File: src/rtl/console_out_arbiter_pkg.sv
// Shared definitions for the console output arbiter: default byte width and
// arbiter state encoding.
package console_out_arbiter_pkg;

   localparam int unsigned CONSOLE_DATA_W = 8;

   typedef enum logic [1:0] {
      IDLE = 2'd0,
      OWN0 = 2'd1,
      OWN1 = 2'd2
   } arb_state_t;

endpackage

File: src/rtl/console_out_arbiter_fifo.sv
// Small synchronous FIFO feeding the console; storage is not reset and the
// head output is masked to zero while empty.
module console_fifo #(
   parameter int unsigned DATA_W = 8,
   parameter int unsigned DEPTH  = 4
) (
   input  logic                     clk,
   input  logic                     rst_n,
   input  logic                     push,
   input  logic [DATA_W-1:0]        push_data,
   input  logic                     pop,
   output logic [DATA_W-1:0]        pop_data,
   output logic                     full,
   output logic                     empty,
   output logic [$clog2(DEPTH):0]   count
);

   localparam int unsigned AW = $clog2(DEPTH);
   localparam int unsigned CW = AW + 1;

   logic [DATA_W-1:0] mem [DEPTH];
   logic [AW-1:0]     wptr;
   logic [AW-1:0]     rptr;
   logic              do_push;
   logic              do_pop;

   assign full     = (count == CW'(DEPTH));
   assign empty    = (count == '0);
   assign do_push  = push && !full;
   assign do_pop   = pop && !empty;
   assign pop_data = empty ? '0 : mem[rptr];

   always_ff @(posedge clk) begin
      if (do_push) begin
         mem[wptr] <= push_data;
      end
   end

   // Pointers wrap naturally because DEPTH is a power of two.
   always_ff @(posedge clk) begin
      if (!rst_n) begin
         wptr  <= '0;
         rptr  <= '0;
         count <= '0;
      end else begin
         if (do_push) wptr <= wptr + 1'b1;
         if (do_pop)  rptr <= rptr + 1'b1;
         case ({do_push, do_pop})
            2'b10:   count <= count + 1'b1;
            2'b01:   count <= count - 1'b1;
            default: count <= count;
         endcase
      end
   end

endmodule

File: src/rtl/console_out_arbiter.sv
// Round-robin arbiter sharing the console output between the CPU console port
// (requester 0) and the debug path (requester 1); grants are held per message.
module console_out_arbiter
   import console_out_arbiter_pkg::*;
#(
   parameter int unsigned DATA_W = CONSOLE_DATA_W,
   parameter int unsigned DEPTH  = 4
) (
   input  logic                     CLK,
   input  logic                     RESET,
   input  logic [DATA_W-1:0]        REQ0_DATA,
   input  logic                     REQ0_VALID,
   input  logic                     REQ0_LAST,
   output logic                     REQ0_READY,
   input  logic [DATA_W-1:0]        REQ1_DATA,
   input  logic                     REQ1_VALID,
   input  logic                     REQ1_LAST,
   output logic                     REQ1_READY,
   output logic [DATA_W-1:0]        CONSOLE_OUT,
   output logic                     CONSOLE_OUT_valid,
   input  logic                     CONSOLE_OUT_ready,
   output logic [$clog2(DEPTH):0]   FIFO_COUNT
);

   arb_state_t        state;
   logic              prio;
   logic              grant0;
   logic              grant1;
   logic              acc0;
   logic              acc1;
   logic              fifo_full;
   logic              fifo_empty;
   logic [DATA_W-1:0] push_data;

   // IDLE arbitrates and accepts in the same cycle, so back-to-back messages
   // need no bubble.
   always_comb begin
      grant0 = 1'b0;
      grant1 = 1'b0;
      unique case (state)
         IDLE: begin
            grant0 = REQ0_VALID && (!REQ1_VALID || !prio);
            grant1 = REQ1_VALID && (!REQ0_VALID ||  prio);
         end
         OWN0:    grant0 = 1'b1;
         OWN1:    grant1 = 1'b1;
         default: ;
      endcase
   end

   assign REQ0_READY = grant0 && !fifo_full;
   assign REQ1_READY = grant1 && !fifo_full;
   assign acc0       = REQ0_VALID && REQ0_READY;
   assign acc1       = REQ1_VALID && REQ1_READY;
   assign push_data  = acc1 ? REQ1_DATA : REQ0_DATA;

   always_ff @(posedge CLK) begin
      if (!RESET) begin
         state <= IDLE;
         prio  <= 1'b0;
      end else if (acc0) begin
         state <= REQ0_LAST ? IDLE : OWN0;
         if (REQ0_LAST) prio <= 1'b1;
      end else if (acc1) begin
         state <= REQ1_LAST ? IDLE : OWN1;
         if (REQ1_LAST) prio <= 1'b0;
      end
   end

   console_fifo #(
      .DATA_W (DATA_W),
      .DEPTH  (DEPTH)
   ) u_fifo (
      .clk       (CLK),
      .rst_n     (RESET),
      .push      (acc0 || acc1),
      .push_data (push_data),
      .pop       (CONSOLE_OUT_ready),
      .pop_data  (CONSOLE_OUT),
      .full      (fifo_full),
      .empty     (fifo_empty),
      .count     (FIFO_COUNT)
   );

   assign CONSOLE_OUT_valid = !fifo_empty;

endmodule

File: config.mk
export PLATFORM = sky130hd
export DESIGN_NAME = console_out_arbiter
export DESIGN_NICKNAME = d
export VERILOG_FILES = /design/src/rtl/console_out_arbiter_pkg.sv /design/src/rtl/console_out_arbiter_fifo.sv /design/src/rtl/console_out_arbiter.sv
export SDC_FILE = /design/constraint.sdc
export NUM_CORES = 1
export LEC_CHECK = 0
export BUFFER_PORTS_ARGS = -buffer_cell sky130_fd_sc_hd__buf_2
export CAP_MARGIN = 40
export CORE_MARGIN = 2
export CORE_UTILIZATION = 49
export CTS_BUF_LIST = sky130_fd_sc_hd__clkbuf_8
export DETAILED_ROUTE_END_ITERATION = 16
export PLACE_DENSITY = 0.71
export SYNTH_ARGS = -nofsm -noshare
export SYNTH_HDL_FRONTEND = slang
export SYNTH_SLANG_ARGS = --single-unit
File: constraint.sdc
create_clock -name CLK -period 2.75 [get_ports CLK]
set_clock_uncertainty 0.1 [all_clocks]
set_input_delay 0.55 -clock CLK [delete_from_list [all_inputs] [get_ports CLK]]
set_output_delay 0.55 -clock CLK [all_outputs]
set_load 0.1 [all_outputs]
==> impl_metrics.py <==
metrics = {
    "global_route": {
        "grt_overflow_total": 0,
        "grt_usage_pct": 16.6,
        "grt_pass1_vias": 1154,
        "grt_max_degree": 14,
        "antenna_found_initial": 0,
        "grt_pass1_wl_um": 5320,
    },
    "route": {
        "drc": 0,
        "drt_iter0_drc": 46,
        "via_per_inst": 5.13,
        "vias": 1150,
        "drtPass1Iterations": 2,
        "antenna_left": 0,
        "drt_wl_total_um": 3370,
        "wl_per_cell_um": 15.0,
    },
    "floorplanning": {
        "rows": 23,
        "die_w_um": 67.8,
        "start_util_pct": 50.5,
        "core-area_um2": 3940,
        "io_pins": 37,
        "dieArea_um2": 4590,
        "die_h_um": 67.8,
    },
    "cells_and_area": {
        "drive_gt1_share_pct": 43.7,
        "diodes": 0,
        "nNetsFinal": 202,
        "regArea_um2": 1200,
        "multi_input_comb_area_um2": 756,
        "syn_to_final_growth_pct": 17.6,
        "final_area_um2": 2340,
        "nFillCells": 298,
    },
    "placement": {
        "numPortBuffers": 36,
        "place_area_um2": 2250,
        "gp_congestion": 0.700,
        "dp_hpwl_um": 2490,
    },
    "clock_network": {
        "cts-buffers-inserted": 5,
        "ctsHoldBuffers": 0,
        "clock_latency_ns": 0.28,
        "cts_tree": "yes",
        "root_buffer": "clkbuf_8",
        "cts_max_level": 2,
        "cts.path.max_buffers": 2,
        "clk_pin_slew_worst_paths_ns": 0.08,
        "clock-sinks": 44,
        "post_cts_buffers": 0,
        "cts-resized-gates": 0,
    },
    "worst_setup_path": {
        "cp_top_family": "multiplexers",
        "crit_path_start_kind": "flip-flop",
        "path_class": "flip-flop to output pin",
        "critical_path.max_stage_delay_ns": 0.52,
        "end_kind": "output pin",
        "crit_cells": 4,
        "reg2reg_depth": 9,
        "cp.arrival_ns": 1.80,
        "crit_chain": "buf_4, mux4_2, and2_2, buf_2",
        "path_max_fanout": 8,
        "crit_path_top_delay_cell": "mux4_2",
        "worst-path-buf-inv": 2,
        "cp.required_ns": 2.10,
    },
    "logic_synthesis": {
        "synth_top_area_share_pct": 48.2,
        "yosysSeqAreaShare_pct": 60.3,
        "syn_area_per_cell_um2": 15.1,
        "post-synth-top-area-cell": "edfxtp_1",
        "syn_inst": 132,
        "yosysMostFrequentCell": "edfxtp_1",
        "ys_types": 32,
        "synth-main-ff-cell": "edfxtp_1",
        "synth.top_cells.by_area": "edfxtp_1 48%, dfxtp_1 12%, mux4_2 9.0%, mux2_4 6.0%, and2_1 5.3%",
        "syn-cell-area_um2": 1990,
        "async_flop_share_pct": 0,
        "synth-seq-cells": 44,
        "synth_edf_count": 32,
        "yosysWarnings": 0,
        "yosys-top-cells-count": "32 x edfxtp_1, 17 x and2_1, 12 x dfxtp_1",
        "syn_nets": 161,
    },
    "sta": {
        "final_max_slew_viol_count": 0,
        "hold_viol": 0,
        "min_period_ns": 2.45,
        "whs_ns": 0.359,
        "rsz0062_at_grt": "no",
        "fin_crit_sh_pct": 89.1,
        "fmax_ghz": 0.408,
        "tightestPinTransition_ns": 0.486,
        "setup_viol": 0,
        "setup_tns_ns": 0,
        "max-slew-margin-rel_pct": 67.8,
    },
    "outcome": {
        "status": "finished, final reports clean",
    },
    "worst_hold_path": {
        "hold_class": "primary input to flip-flop",
        "worstHoldPathCells": 2,
    },
    "job": {
        "maxCapViolCount": 0,
    },
}
per-stage QoR:
| stage | setup slack, ns | util, % | std cells |
|---|---|---|---|
| after floorplan | 0.0541 | - | 132 |
| after global placement | 0.412 | 57.1 | 216 |
| after detailed placement | 0.283 | 57.1 | 216 |
| after CTS | 0.279 | 59.4 | 224 |
| after global routing | 0.223 | 59.4 | 224 |
| final | 0.301 | 59.4 | 224 |
cells by family (layout without fill, tap and decap cells):
family / after synthesis / after routing / share of synthesized area (%)
simple gates: 35 / 35 / 10.8
buf+inv: 12 / 54 / 2.76
mux: 17 / 17 / 15.6
xor+xnor: 5 / 5 / 2.20
flops: 44 / 44 / 60.3
fa+ha+maj: 6 / 6 / 4.15
compound gates: 13 / 13 / 4.21
path summary, 6_finish.rpt:
path                   startpoint              end  slack (ns)
hold / removal          REQ1_LAST         state[1]        0.36
hold reg to reg   u_fifo.count[2]  u_fifo.count[2]        0.42
setup reg to reg  u_fifo.count[1]  u_fifo.count[2]        0.41
setup / recovery        flip-flop   CONSOLE_OUT[0]        0.30
cell usage in the layout (no fill, tap or decap), drive strengths merged:
cell and n:
nor2b 3, o211ai 1, or3 2, a211oi 1, nor3b 1, a21o 1, mux2 8, xnor2 4
edfxtp 32, nand3 1, inv 8, o21ai 3, buf 39, and2 17, fa 1, clkinv 1
xor2 1, dfxtp 12, ha 5, nor2 3, nor3 2, a21boi 2, mux4 8, o21a 1
nand2b 2, nand2 3, and3b 1, a21oi 4, clkbuf 6, mux2i 1
worst reg2reg max path, delay by kind of cell (launching register included):
family,cells,cell delay [ns]
flip-flops,1,0.35
adder cells (fa/ha/maj),2,0.54
XOR/XNOR,1,0.15
AO/OA/AOI/OAI,2,0.32
AND/OR/NAND/NOR,2,0.65
buffers and inverters,2,0.15
layer usage:
| layer | global-route usage, % | share of wire [%] | vias to the layer above | wire length [um] |
|---|---|---|---|---|
| li1 | - | - | 562 | - |
| met1 | 19.6 | 42 | 554 | 1420 |
| met2 | 29.4 | 52 | 29 | 1770 |
| met3 | 3.00 | 4.1 | 5 | 139 |
| met4 | 7.65 | 1.3 | 0 | 44 |
| met5 | 0 | 0 | - | 0 |
registers in the layout, summed over array words and instances (netlist names), named ones only:
| signal | count |
|---|---|
| u_fifo.mem | 32 |
| state | 2 |
| prio | 1 |
| u_fifo.rptr | 2 |
| u_fifo.count | 3 |
| u_fifo.wptr | 2 |
cell type report:
cell class,instances,area share [%]
Clock buffer,6,3.53
Inverter,7,1.12
Timing Repair Buffer,39,8.65
Sequential cell,44,51.4
Clock inverter,2,0.321
Multi-Input combinational cell,76,32.3
Tap cell,50,2.67
Power is not shown: default switching activity piles up to over one toggle a cycle in this logic, so the estimate is an artifact.
